===== src/rtl/ro_ser_pkg.sv =====
// Shared constants, frame-type enum and header helper for the framed readout serializer.
package ro_ser_pkg;

  localparam int unsigned FRAME_LEN = 32;
  localparam int unsigned HDR_W     = 2;

  localparam logic [HDR_W-1:0] HDR_DATA = 2'b10;
  localparam logic [HDR_W-1:0] HDR_IDLE = 2'b01;

  localparam logic [29:0] IDLE_PATTERN_DEF = 30'h2AAAAAAA;

  typedef enum logic {
    FR_IDLE = 1'b0,
    FR_DATA = 1'b1
  } frame_t;

  function automatic logic [HDR_W-1:0] frame_hdr(input frame_t t);
    return (t == FR_DATA) ? HDR_DATA : HDR_IDLE;
  endfunction

endpackage


===== src/rtl/ro_frame_serializer_if.sv =====
// Upstream valid/ready word handshake between the readout selector and the serializer.
interface ro_frame_serializer_if #(
  parameter int unsigned DATA_WIDTH = 30
);
  logic [DATA_WIDTH-1:0] DataIn;
  logic                  DataValid;
  logic                  DataReady;

  modport master (output DataIn, output DataValid, input DataReady);
  modport slave  (input DataIn, input DataValid, output DataReady);
endinterface


===== src/rtl/ro_sync_fifo.sv =====
// Small in-order synchronous FIFO; head word is visible on rdata while not empty.
module ro_sync_fifo #(
  parameter int unsigned WIDTH = 30,
  parameter int unsigned DEPTH = 4
) (
  input  logic                     clk,
  input  logic                     rst,
  input  logic                     push,
  input  logic                     pop,
  input  logic [WIDTH-1:0]         wdata,
  output logic [WIDTH-1:0]         rdata,
  output logic                     full_c,
  output logic                     empty_c,
  output logic [$clog2(DEPTH):0]   level
);
  localparam int unsigned PTR_W = $clog2(DEPTH);
  localparam int unsigned LVL_W = PTR_W + 1;

  logic [WIDTH-1:0] mem [DEPTH];
  logic [PTR_W-1:0] wr_ptr;
  logic [PTR_W-1:0] rd_ptr;
  logic             push_ok;
  logic             pop_ok;

  assign full_c  = (level == LVL_W'(DEPTH));
  assign empty_c = (level == '0);
  assign push_ok = push && !full_c;
  assign pop_ok  = pop && !empty_c;
  assign rdata   = mem[rd_ptr];

  // Storage is not reset; stale entries are unreachable once pointers clear.
  always_ff @(posedge clk) begin
    if (push_ok) mem[wr_ptr] <= wdata;
  end

  always_ff @(posedge clk) begin
    if (rst) begin
      wr_ptr <= '0;
      rd_ptr <= '0;
      level  <= '0;
    end else begin
      if (push_ok) wr_ptr <= wr_ptr + PTR_W'(1);
      if (pop_ok)  rd_ptr <= rd_ptr + PTR_W'(1);
      if (push_ok && !pop_ok)      level <= level + LVL_W'(1);
      else if (pop_ok && !push_ok) level <= level - LVL_W'(1);
    end
  end

endmodule


===== src/rtl/ro_frame_serializer.sv =====
// Framed serial output stage: queues readout words and emits 32-bit data or idle frames back to back.
module ro_frame_serializer
  import ro_ser_pkg::*;
#(
  parameter int unsigned           DATA_WIDTH   = 30,
  parameter int unsigned           FIFO_DEPTH   = 4,
  parameter logic [DATA_WIDTH-1:0] IDLE_PATTERN = DATA_WIDTH'(IDLE_PATTERN_DEF),
  parameter int unsigned           CNT_WIDTH    = 8
) (
  input  logic                          clock,
  input  logic                          reset,
  ro_frame_serializer_if.slave          up,
  output logic                          SerOut,
  output logic                          FrameStart,
  output logic [CNT_WIDTH-1:0]          FrameCnt,
  output logic [$clog2(FIFO_DEPTH):0]   FifoLevel
);
  localparam int unsigned BIT_W = $clog2(FRAME_LEN);

  logic [BIT_W-1:0]      bit_cnt;
  logic [FRAME_LEN-1:0]  shreg;
  logic [FRAME_LEN-1:0]  frame_c;
  logic [DATA_WIDTH-1:0] head;
  frame_t                frame_type_c;
  logic                  frame_edge_c;
  logic                  fifo_full_c;
  logic                  fifo_empty_c;
  logic                  push_c;
  logic                  pop_c;

  assign up.DataReady = !reset && !fifo_full_c;
  assign push_c       = up.DataValid && up.DataReady;
  assign frame_edge_c = (bit_cnt == '0);
  assign pop_c        = frame_edge_c && !fifo_empty_c;

  ro_sync_fifo #(
    .WIDTH (DATA_WIDTH),
    .DEPTH (FIFO_DEPTH)
  ) u_fifo (
    .clk     (clock),
    .rst     (reset),
    .push    (push_c),
    .pop     (pop_c),
    .wdata   (up.DataIn),
    .rdata   (head),
    .full_c  (fifo_full_c),
    .empty_c (fifo_empty_c),
    .level   (FifoLevel)
  );

  // Frame selected at a frame boundary: queued head word if any, else idle filler.
  always_comb begin
    frame_type_c = FR_IDLE;
    if (!fifo_empty_c) frame_type_c = FR_DATA;
    frame_c = {frame_hdr(frame_type_c), (frame_type_c == FR_DATA) ? head : IDLE_PATTERN};
  end

  always_ff @(posedge clock) begin
    if (reset) begin
      bit_cnt    <= '0;
      shreg      <= '0;
      SerOut     <= 1'b0;
      FrameStart <= 1'b0;
      FrameCnt   <= '0;
    end else begin
      bit_cnt <= (bit_cnt == BIT_W'(FRAME_LEN - 1)) ? '0 : bit_cnt + BIT_W'(1);
      if (frame_edge_c) begin
        SerOut     <= frame_c[FRAME_LEN-1];
        shreg      <= {frame_c[FRAME_LEN-2:0], 1'b0};
        FrameStart <= 1'b1;
        if (frame_type_c == FR_DATA) FrameCnt <= FrameCnt + CNT_WIDTH'(1);
      end else begin
        SerOut     <= shreg[FRAME_LEN-1];
        shreg      <= {shreg[FRAME_LEN-2:0], 1'b0};
        FrameStart <= 1'b0;
      end
    end
  end

endmodule


===== src/flat_wrapper.sv =====
// flat-port wrapper written by rule: the top's interface ports become plain ports
module ro_frame_serializer_flat import ro_ser_pkg::*;
#(
  parameter int unsigned           DATA_WIDTH   = 30,
  parameter int unsigned           FIFO_DEPTH   = 4,
  parameter logic [DATA_WIDTH-1:0] IDLE_PATTERN = DATA_WIDTH'(IDLE_PATTERN_DEF),
  parameter int unsigned           CNT_WIDTH    = 8
)
  (clock, reset, SerOut, FrameStart, FrameCnt, FifoLevel, up_DataIn, up_DataValid, up_DataReady);
  ro_frame_serializer_if #(.DATA_WIDTH(DATA_WIDTH)) up_i ();
  input  logic clock;
  input  logic reset;
  output logic SerOut;
  output logic FrameStart;
  output logic [CNT_WIDTH-1:0] FrameCnt;
  output logic [$clog2(FIFO_DEPTH):0] FifoLevel;
  input wire logic [$bits(up_i.DataIn)-1:0] up_DataIn;
  input wire logic [$bits(up_i.DataValid)-1:0] up_DataValid;
  output wire logic [$bits(up_i.DataReady)-1:0] up_DataReady;
  assign up_i.DataIn = up_DataIn;
  assign up_i.DataValid = up_DataValid;
  assign up_DataReady = up_i.DataReady;
  ro_frame_serializer #(.DATA_WIDTH(DATA_WIDTH), .FIFO_DEPTH(FIFO_DEPTH), .IDLE_PATTERN(IDLE_PATTERN), .CNT_WIDTH(CNT_WIDTH)) u_core (.clock(clock), .reset(reset), .up(up_i), .SerOut(SerOut), .FrameStart(FrameStart), .FrameCnt(FrameCnt), .FifoLevel(FifoLevel));
endmodule

===== config.mk =====
export PLATFORM = sky130hd
export DESIGN_NAME = ro_frame_serializer_flat
export DESIGN_NICKNAME = d
export VERILOG_FILES = /design/src/rtl/ro_ser_pkg.sv /design/src/rtl/ro_frame_serializer_if.sv /design/src/rtl/ro_sync_fifo.sv /design/src/rtl/ro_frame_serializer.sv /design/src/flat_wrapper.sv
export SDC_FILE = /design/constraint.sdc
export NUM_CORES = 1
export LEC_CHECK = 0
export ABC_AREA = 0
export BUFFER_PORTS_ARGS = -buffer_cell sky130_fd_sc_hd__buf_2
export CAP_MARGIN = 20
export CORE_AREA = 2 2 136 138
export CTS_CLUSTER_SIZE = 28
export DETAILED_ROUTE_END_ITERATION = 8
export DIE_AREA = 0 0 138 140
export PLACE_DENSITY = 0.61
export RECOVER_POWER = 50
export SYNTH_ARGS = -nofsm -noshare
export SYNTH_HDL_FRONTEND = slang
export SYNTH_SLANG_ARGS = --single-unit

===== constraint.sdc =====
create_clock -name clock -period 3.9 [get_ports clock]
set_clock_uncertainty 0.2 [all_clocks]
set_input_delay 0.78 -clock clock [delete_from_list [all_inputs] [get_ports clock]]
set_output_delay 0.78 -clock clock [all_outputs]
set_load 0.005 [all_outputs]

# After elaboration in Yosys (flattened, before gate mapping)
# Memory sizes are Yosys's and may differ from the RTL's. A register that Yosys moved wholly into a read port is not among the register bits.
# Cells that the tools add are included.
[word_totals]
output_inout_bits = 14
mem_count = 1
reg_bits = 54
in_bits = 33
ram_bits = 120
word_cells = 46
[memory_table]
columns = ["name", "depth", "width", "read_ports", "rd_ports_with_merged_regs", "wr", "line", "source"]
rows = [
  ["u_core.u_fifo.mem", 4, 30, 1, 1, 1, "ro_sync_fifo.sv:19", "logic [WIDTH-1:0] mem [DEPTH];"],
]
[classes]
n_bitwise = 1
mux = 11
eq_ne = 2
n_reduce_logical = 17
n_addsub = 6
[op_table]
columns = ["cell", "n"]
rows = [
  ["2-to-1 mux 32 bit", 1],
  ["2-to-1 mux 30 bit", 1],
  ["adder 8 x 1 -> 8 bit (second input constant)", 1],
  ["logical AND 1 bit", 7],
  ["2-to-1 mux 2 bit", 3],
  ["2-to-1 mux 3 bit", 2],
  ["adder 5 x 1 -> 5 bit (second input constant)", 1],
  ["equality test 5 bit (second input constant)", 1],
  ["logical NOT 1 bit", 5],
  ["logical NOT 5 bit", 1],
  ["adder 2 x 1 -> 2 bit (second input constant)", 2],
  ["2-to-1 mux 1 bit", 4],
  ["adder 3 x 1 -> 3 bit (second input constant)", 1],
  ["equality test 3 bit (second input constant)", 1],
  ["logical NOT 3 bit", 1],
  ["subtractor 3 x 1 -> 3 bit (second input constant)", 1],
  ["AND reduction 2 bit", 1],
  ["nonzero test 2 bit", 1],
  ["OR reduction 2 bit", 1],
  ["inverter 1 bit", 1],
]

# Longest topological paths before layout
# Gate-level depths: netlist of the first run.
[logic_depth]
ltp_word = 9
mapped_depth = 11
ltp_nobuf = 10

# Cells and area by module
# From an unflattened synthesis of the first run, not the netlist that was laid out.
[hier_totals]
cells_unflattened = 415
hier_area_um2 = 6562.5
[modules_own_cells]
columns = ["mod", "instances", "area_per_inst_um2", "seq_area_each_um2", "cells_per_inst"]
rows = [
  ["ro_sync_fifo", 1, 4798.4, 3783.6, 204],
  ["ro_frame_serializer", 1, 1764.2, 920.9, 211],
]

# Least setup slack after synthesis of the first run
# Ideal clock, no wire load.
[synth_timing]
kind = "in2reg"
start = "input port reset"
end = "register u_core.u_fifo.level[2]"
required_ns = 3.629
arrival_time_ns = 2.501
path_buffers = 1
cell_stages = 8
path_slack_ns = 1.128
setup_time_ns = 0.071
cell_sequence = "clkbuf_1 > nor3b_2 > ha_1 > inv_1 > fa_1 > xor2_1 > or3_1 > a21oi_1"
[synth_between]
elab_chain_cells = 7
elab_cells_between_ends = 9
classes_between = "mux: 1; reduce/logical: 8"
[synth_lines]
columns = ["item", "line", "source"]
rows = [
  ["from (decl)", "flat_wrapper.sv:12", "input logic reset;"],
  ["logical NOT 1 bit (*)", "ro_frame_serializer.sv:31", "assign up.DataReady = !reset && !fifo_full_c;"],
  ["logical AND 1 bit (*)", "ro_frame_serializer.sv:31", ""],
  ["logical AND 1 bit (*)", "ro_frame_serializer.sv:32", "assign push_c = up.DataValid && up.DataReady;"],
  ["logical AND 1 bit (*)", "ro_sync_fifo.sv:27", "assign push_ok = push && !full_c;"],
  ["via u_core.u_fifo.push_ok", "ro_sync_fifo.sv:22", "logic push_ok;"],
  ["logical NOT 1 bit", "ro_sync_fifo.sv:45", "else if (pop_ok && !push_ok) level <= level - LVL_W'(1);"],
  ["logical AND 1 bit", "ro_sync_fifo.sv:45", ""],
  ["nonzero test 2 bit (no source line)", "-", ""],
  ["to (signal assigned)", "ro_sync_fifo.sv:44", "if (push_ok && !pop_ok) level <= level + LVL_W'(1);"],
  ["to (signal assigned)", "ro_sync_fifo.sv:45", ""],
  ["to (decl)", "ro_sync_fifo.sv:14", "output logic [$clog2(DEPTH):0] level"],
]
# The timed path passes the listed nets; every way through them passes the cells marked *.
# A chain may end at the register's enable or synchronous reset.

# Worst setup path in the final report of the first run
[layout_timing]
start = "register u_core.u_fifo.level[2]"
end = "register u_core.u_fifo.level[2]"
[layout_between]
elab_chain_cells = 8
elab_cells_between_ends = 18
classes_between = "add/sub: 2; eq/ne: 1; mux: 2; reduce/logical: 13"
[layout_lines]
columns = ["item", "line", "source"]
rows = [
  ["equality test 3 bit", "ro_sync_fifo.sv:25", "assign full_c = (level == LVL_W'(DEPTH));"],
  ["logical NOT 1 bit", "ro_sync_fifo.sv:27, ro_frame_serializer.sv:31", ""],
  ["logical AND 1 bit", "ro_frame_serializer.sv:31", ""],
  ["logical AND 1 bit", "ro_frame_serializer.sv:32", ""],
  ["logical AND 1 bit", "ro_sync_fifo.sv:27", ""],
  ["logical NOT 1 bit", "ro_sync_fifo.sv:45", ""],
  ["logical AND 1 bit", "ro_sync_fifo.sv:45", ""],
  ["nonzero test 2 bit (no source line)", "-", ""],
]
# Parallel ways exist; a longest one is shown, timed or not. The select of a mux whose other input is x is not followed.

==> impl_metrics.json, run 1 <==
{
  "stdcell_area_mm2": 0.00754,
  "gr-usage-met3_pct": 3.83,
  "grt_max_degree": 44,
  "power_mw": 4.86,
  "detail_route.drc_violations": 0,
  "place.gp.congestion": 0.712,
  "hold_buffers": 0,
  "setup.worst_path.start": "u_core.u_fifo.level[2]",
  "cts.sinks": 175,
  "numCtsBuffers": 17,
  "power_density_mw_per_mm2": 644,
  "postLayoutCoreUtil_pct": 42.4,
  "num_io_pins": 47,
  "cts_buffer_depth": 2,
  "preCtsSetupSlack_ps": 810,
  "crit_type": "flop to flop",
  "ys.flop_type": "edfxtp_1",
  "vias_per_cell": 5.09,
  "core_mm2": 0.0178,
  "n_fill_cell": 1618,
  "syn_area_per_cell_um2": 17.1,
  "yosysWarningCount": 0,
  "dpl_cell_area_mm2": 0.00701,
  "grt_util_all_layers_pct": 13.3,
  "ys_seq_elements": 175,
  "cp_common_cell": "or3_1",
  "synth-edff-count": 120,
  "ant_nets": 0,
  "syn_area_mm2": 0.00651,
  "synth_top_area_share_pct": 55.3,
  "yosysMostFrequentCell": "edfxtp_1",
  "die_w_um": 138,
  "worstHoldStart": "u_core.shreg[18]",
  "synthTopCellsByArea": "edfxtp_1, dfxtp_1, mux4_2",
  "num_vias": 3429,
  "synthCells": 382,
  "root_buffer": "clkbuf_16",
  "busiest_layer": "met2",
  "crit_path_end_kind": "flop",
  "rows": 49,
  "grt_pass1_vias": 3540,
  "finalSetupViolations": 0,
  "dp_hpwl_um": 7030,
  "worst_slack_ps": 796,
  "worstPathCellList": "or3_1, nand2_2, ha_1, inv_1, fa_1, xor2_1, or3_1, a21oi_1",
  "yosysTopAreaCell": "edfxtp_1",
  "tns_ps": 0,
  "grt_util_met1_pct": 16.5,
  "crit_arrival_ps": 3260,
  "port_buffers": 46,
  "antenna_found_initial": 0,
  "max_slew_margin_pct": 5.83,
  "reg2reg_from": "u_core.u_fifo.level[2]",
  "ys_types": 35,
  "drt_iter0_drc": 248,
  "nNetsFinal": 476,
  "period_share_pct": 79.6,
  "clk_pin_slew_ps": 70,
  "start_util_pct": 36.6,
  "wl_um": 12100,
  "syn_to_final_growth_pct": 15.8,
  "syn-num-nets": 425,
  "hold_viol": 0,
  "n_antenna_cell": 0,
  "htreeDepth": 4,
  "yosysSeqAreaShare_pct": 72.2,
  "synth_common_cells": "edfxtp_1, dfxtp_1, mux4_2",
  "period_minus_slack_ps": 3100,
  "layout-drive-gt1-share_pct": 22.2,
  "grt_overflow_total": 0,
  "status": "completed",
  "fmax_mhz": 322,
  "cts_setup_buffers": 0,
  "cap_violations": 0,
  "first_pass_iters": 5,
  "cpPeakStageDelay_ps": 690,
  "wire_per_inst_um": 18.0,
  "p_leak_nw": 2.49,
  "hp-class": "flop to flop",
  "worst_pin_slew_ps": 1410,
  "slowest_stage": "or3_1",
  "maxSlewViolCount": 0,
  "cts_tree": "built",
  "fp.dieH_um": 140,
  "start_kind": "flop",
  "worst-path-buf-inv": 1,
  "cts_resized": 0,
  "grt_pass1_wl_um": 19100,
  "synthArstFlopShare_pct": 0,
  "ir_drop_mv": 0.377,
  "grtUsageMet2_pct": 21.5,
  "crit_family": "simple AND/OR/NAND/NOR gates",
  "rsz0062_at_grt": "no",
  "crit_required_ps": 4050,
  "dieArea_mm2": 0.0193,
  "clk_latency_ps": 430,
  "crit_path_max_fanout": 17
}
-- layout by cell type (no fill, tap or decap), drive strengths merged, types with 4 or more instances in the layout --
master	synthesis	routed
o21ai	5	5
a21oi	24	24
nand2	19	19
dfxtp	55	55
buf	7	18
mux4	30	30
clkbuf	15	53
or3	4	4
mux2	5	5
ha	9	9
nand3	21	21
nor2	9	9
nor3b	5	5
o221a	15	15
nor3	4	4
inv	6	11
edfxtp	120	120
and2	4	4
nor2b	4	4
clkinv	1	6
-- metal layers --
metal / vias up / share of wire, %
met4: 0 / 1.7
li1: 1605 / -
met2: 86 / 49
met1: 1726 / 45
met3: 12 / 4.8
met5: - / 0
-- power by group --
| part | total, mW | switching [mW] | internal [mW] |
|---|---|---|---|
| Sequential | 2.29 | 0.0989 | 2.19 |
| Clock | 1.72 | 0.706 | 1.02 |
| Combinational | 0.848 | 0.488 | 0.360 |
-- through the flow --
| step | cells | hold WS, ps |
|---|---|---|
| 2_1_floorplan | 382 | 222 |
| 3_3_place_gp | 643 | 227 |
| 3_5_place_dp | 643 | 228 |
| 4_1_cts | 674 | 239 |
| 5_1_grt | 674 | 270 |
| 6_report | 674 | 240 |
-- tightest hold or removal path, delay by kind of cell (launching register included) --
family / cells / cell delay [ps]
and+or+nand+nor: 1 / 40
DFF: 1 / 300
AOI/OAI and AO/OA: 1 / 50
-- state kept, by name (all words and copies together), names as in the netlist, named ones only --
register	flops
u_core.u_fifo.wr_ptr	2
u_core.u_fifo.level	3
u_core.SerOut	1
u_core.u_fifo.rd_ptr	2
u_core.FrameCnt	8
u_core.FrameStart	1
u_core.bit_cnt	5
u_core.shreg	31
u_core.u_fifo.mem	120
-- layout make-up --
cell class / instances / area [um2] / area share, %
clock inverter: 14 / 180 / 2.39
clock buffer: 17 / 425 / 5.64
sequential: 175 / 4710 / 62.4
tap: 229 / 287 / 3.80
inverter: 7 / 26.3 / 0.348
timing repair buffer: 54 / 243 / 3.22
multi-input combinational: 178 / 1670 / 22.2
-- cells by family after synthesis --
family	Yosys count	synth area share [%]
compound gates	47	5.17
xor+xnor	4	0.538
fa+ha+maj	10	2.04
buf+inv	29	1.86
flops	175	72.2
mux	37	11.5
simple gates	80	6.64
-- path summary, 6_finish.rpt --
path	to	slack [ps]	depth (start not counted)
max	u_core.u_fifo.level[2]	800	8
min	u_core.shreg[19]	240	2
max reg2reg	u_core.u_fifo.level[2]	800	8
min reg2reg	u_core.shreg[19]	240	2
No activity file was read; power rests on OpenSTA's default activity.
==> run 2: changes to the inputs <==
- PLACE_DENSITY: 0.61 -> 0.63
- clock period: 3.9 -> 2.6 ns (I/O delays scaled with it)
==> run 2 against run 1 <==
Compared with the run above:
- utilization grew 0.25 points
- global-route usage is essentially flat
- clock power increased by 30%
- critical path depth is the same
- combinational power is 59% higher
- wire length is 1.5% higher
- cell count increased by 0.89%
- largest cell class unchanged
- sequential power increased by 50%
- first-iteration DRC count is 6.9% lower
- worst hold slack got worse by 98 ps
==> impl_metrics.json, run 2 (synthesis results as in run 1) <==
{
  "hold_viol": 0,
  "maxSlewViolCount": 0,
  "grt_pass1_wl_um": 19500,
  "dieArea_mm2": 0.0193,
  "mostFrequentLayoutCell": "edfxtp_1",
  "p_leak_nw": 2.50,
  "finalSetupViolations": 0,
  "rsz0062_at_grt": "no",
  "layout-drive-gt1-share_pct": 23.9,
  "hold_buffers": 0,
  "period_minus_slack_ps": 2380,
  "first_pass_iters": 5,
  "start_kind": "flop",
  "clk_latency_ps": 430,
  "cts_tree": "built",
  "dp_hpwl_um": 7310,
  "layout_common_cells": "edfxtp_1, dfxtp_1, clkbuf_1",
  "max_slew_margin_pct": 54.3,
  "grt_overflow_total": 0,
  "numCtsBuffers": 17,
  "num_io_pins": 47,
  "start_util_pct": 36.6,
  "nNetsFinal": 482,
  "wl_um": 12300,
  "n_antenna_cell": 0,
  "detail_route.drc_violations": 0,
  "syn_to_final_growth_pct": 16.4,
  "drt_iter0_drc": 231,
  "largest_register": "u_core.u_fifo.mem",
  "cts.sinks": 175,
  "cts_buffer_depth": 2,
  "status": "completed",
  "hp-class": "primary input to flop",
  "top_regs": "u_core.u_fifo.mem (120), u_core.shreg (31), u_core.FrameCnt (8)",
  "wire_per_inst_um": 18.1,
  "power_mw": 7.02,
  "antenna_found_initial": 0,
  "ant_nets": 0,
  "cts_resized": 0,
  "root_buffer": "clkbuf_16",
  "grt_max_degree": 44,
  "crit_arrival_ps": 2510,
  "port_buffers": 46,
  "grt_pass1_vias": 3541,
  "fp.dieH_um": 140,
  "worst_slack_ps": 224,
  "place.gp.congestion": 0.715,
  "crit_required_ps": 2740,
  "die_w_um": 138,
  "tns_ps": 0,
  "rows": 49,
  "preCtsSetupSlack_ps": 159,
  "power_density_mw_per_mm2": 926,
  "largest_register_ffs": 120,
  "vias_per_cell": 5.11,
  "htreeDepth": 4,
  "fmax_mhz": 421,
  "grt_util_all_layers_pct": 13.2,
  "clk_pin_slew_ps": 60,
  "worst_pin_slew_ps": 685,
  "core_mm2": 0.0178,
  "period_share_pct": 91.4,
  "crit_type": "flop to flop",
  "num_vias": 3472,
  "cts_setup_buffers": 0,
  "cap_violations": 0,
  "crit_path_end_kind": "flop",
  "ir_drop_mv": 0.604,
  "crit_path_max_fanout": 6
}
==> run 2: changes by cell type in the layout (fill, tap and decap cells not counted), sizes merged <==
cell	before	now
buf	18	25
inv	11	10
clkinv	6	5
clkbuf	53	54
clkinvlp	1	4
bufinv	3	0
==> run 2: area by class of cell <==
cell class,count,area [um2]
fillers,1617,10200
flip-flops and latches,175,4710
multi-input cells,178,1700
clock buffers,19,433
repair buffers,60,350
well taps,229,287
clock inverters,12,86.3
inverters,7,26.3
==> run 2: worst max-delay path, stage by stage, from the launching register on <==
cell and delay (ps):
dfxtp_1 350, or3_1 430, nand2_2 100, ha_1 180
inv_1 60, fa_1 370, xor2_1 160, or3_1 310
a21oi_1 150
==> run 2: per-layer routing <==
| layer | up-vias | part of all wire [%] | track usage [%] |
|---|---|---|---|
| met2 | 84 | 50 | 21.6 |
| li1 | 1615 | - | - |
| met3 | 14 | 3.6 | 3.28 |
| met1 | 1759 | 45 | 17.0 |
| met5 | - | 0 | 0 |
| met4 | 0 | 1.3 | 5.64 |
==> run 2: worst paths after layout <==
kind                          start                        to  slack [ps]  depth (start not counted)
max          u_core.u_fifo.level[2]    u_core.u_fifo.level[2]         220                          8
min                   up_DataIn[18]  u_core.u_fifo.mem[0][18]         140                          1
min reg2reg        u_core.shreg[28]          u_core.shreg[29]         240                          2
max reg2reg  u_core.u_fifo.level[2]    u_core.u_fifo.level[2]         220                          8
==> run 2: power breakdown <==
part / switching, mW / internal, mW / total, mW
combinational: 0.733 / 0.616 / 1.35
clock: 1.02 / 1.22 / 2.24
sequential: 0.153 / 3.28 / 3.43
total: 1.91 / 5.11 / 7.02
==> run 2: per-stage QoR <==
stage               hold slack (ps)  cells  cell area [um2]  util, %
global route                    143    680             7590     42.7
finish                          142    680             7590     42.7
CTS                            87.3    680             7630     42.9
global placement                230    649             7110     40.0
detailed placement              229    649             7110     40.0
floorplan                       222    382             6520        -
==> run 3: changes to the inputs <==
- MAX_ROUTING_LAYER: default -> met4
==> run 3 against run 2 <==
Compared with the run above:
- clock-buffer cell count stayed put
- sequential cell count unchanged
- wire length down 0.26%
- critical path type unchanged
- highest routed layer unchanged
==> impl_metrics.json, run 3 (synthesis results as in run 1) <==
{
  "antenna_found_initial": 0,
  "top_regs": "u_core.u_fifo.mem (120), u_core.shreg (31), u_core.FrameCnt (8)",
  "numCtsBuffers": 17,
  "hp-class": "primary input to flop",
  "cap_violations": 0,
  "mostFrequentLayoutCell": "edfxtp_1",
  "dieArea_mm2": 0.0193,
  "vias_per_cell": 5.11,
  "slowest_stage": "or3_1",
  "ir_drop_mv": 0.605,
  "dp_hpwl_um": 7310,
  "period_share_pct": 91.4,
  "place.gp.congestion": 0.723,
  "num_vias": 3478,
  "power_mw": 7.02,
  "worst_pin_slew_ps": 676,
  "period_minus_slack_ps": 2380,
  "grt_pass1_wl_um": 19500,
  "crit_required_ps": 2740,
  "p_clk_share_pct": 31.9,
  "hold_buffers": 0,
  "rows": 49,
  "maxSlewViolCount": 0,
  "stdcell_area_mm2": 0.00759,
  "crit_type": "flop to flop",
  "finalSetupViolations": 0,
  "grt_overflow_total": 0,
  "first_pass_iters": 4,
  "p_int_mw": 5.11,
  "port_buffers": 46,
  "grt_max_degree": 44,
  "switching_share_pct": 27.2,
  "clk_latency_ps": 420,
  "start_util_pct": 36.6,
  "layout-drive-gt1-share_pct": 23.9,
  "tns_ps": 0,
  "root_buffer": "clkbuf_16",
  "ant_nets": 0,
  "grt_pass1_vias": 3543,
  "crit_path_end_kind": "flop",
  "cpPeakStageDelay_ps": 430,
  "fp.dieH_um": 140,
  "n_fill_cell": 1617,
  "clk_pin_slew_ps": 60,
  "crit_arrival_ps": 2520,
  "hold_viol": 0,
  "worstPathCellList": "or3_1, nand2_2, ha_1, inv_1, fa_1, xor2_1, or3_1, a21oi_1",
  "cts_resized": 0,
  "dpl_cell_area_mm2": 0.00711,
  "largest_register_ffs": 120,
  "cts.sinks": 175,
  "power_switching_mw": 1.91,
  "die_w_um": 138,
  "cp_common_cell": "or3_1",
  "largest_register": "u_core.u_fifo.mem",
  "multiInputGateArea_mm2": 0.00170,
  "status": "completed",
  "n_antenna_cell": 0,
  "num_io_pins": 47,
  "grt_util_all_layers_pct": 13.7,
  "seq_area_mm2": 0.00471,
  "cts_setup_buffers": 0,
  "syn_to_final_growth_pct": 16.4,
  "rsz0062_at_grt": "no",
  "htreeDepth": 4,
  "p_leak_nw": 2.50,
  "p_comb_share_pct": 19.2,
  "core_mm2": 0.0178,
  "power_density_mw_per_mm2": 926,
  "wl_um": 12300,
  "drt_iter0_drc": 281,
  "cts_buffer_depth": 2,
  "detail_route.drc_violations": 0,
  "start_kind": "flop",
  "p_seq_share_pct": 48.9,
  "crit_path_max_fanout": 6,
  "fmax_mhz": 421,
  "nNetsFinal": 482,
  "max_slew_margin_pct": 54.9,
  "cts_tree": "built",
  "wire_per_inst_um": 18.1,
  "layout_common_cells": "edfxtp_1, dfxtp_1, clkbuf_1"
}
run 3: cell counts in the layout (fill, tap and decap cells not counted):
Identical to the previous run, type by type.
run 3: cell type report:
class	instances	area share [%]
Timing Repair Buffer	60	4.62
Inverter	7	0.346
Clock inverter	12	1.14
Sequential cell	175	62.0
Tap cell	229	3.78
Clock buffer	19	5.71
Multi-Input combinational cell	178	22.4
run 3: metal layers:
metal  wire length [um]  vias to the layer above  part of all wire, %  GRT usage, %
li1                   -                     1613                    -             -
met1               5480                     1774                   45          16.8
met2               6260                       81                   51          21.7
met5                  0                        -                    0             -
met4                114                        0                 0.93          4.99
met3                420                       10                  3.4          3.86
run 3: worst paths after layout:
kind,start,end,slack (ps),depth (start not counted)
worst max-delay path,u_core.u_fifo.level[2],u_core.u_fifo.level[2],220,8
worst min register to register,u_core.shreg[28],u_core.shreg[29],240,2
worst max register to register,u_core.u_fifo.level[2],u_core.u_fifo.level[2],220,8
worst min-delay path,up_DataIn[18],u_core.u_fifo.mem[0][18],150,1
run 3: critical path, delay by kind of cell, from the launching register on:
kind	cells	cell delay, ps
flip-flops	1	350
AO/OA/AOI/OAI	1	150
XOR/XNOR	1	160
AND/OR/NAND/NOR	3	840
buffers and inverters	1	60
adder cells (fa/ha/maj)	2	550
run 3: power groups by stage:
stage	Sequential, mW	Combinational [mW]	Clock (mW)
after floorplan	3.43	0.948	0
after global placement	3.48	1.34	0
after detailed placement	3.49	1.38	0
after CTS	3.43	1.39	2.30
after global routing	3.47	1.48	2.42
final	3.43	1.35	2.24
run 3: through the flow:
step / cells / worst slack (ps) / hold WS, ps / util, %
finish: 680 / 223 / 150 / 42.7
floorplan: 382 / 6.50 / 222 / -
detailed placement: 649 / 159 / 229 / 40.0
global route: 680 / 114 / 140 / 42.7
CTS: 680 / 219 / 87.3 / 42.9
global placement: 649 / 290 / 230 / 40.0
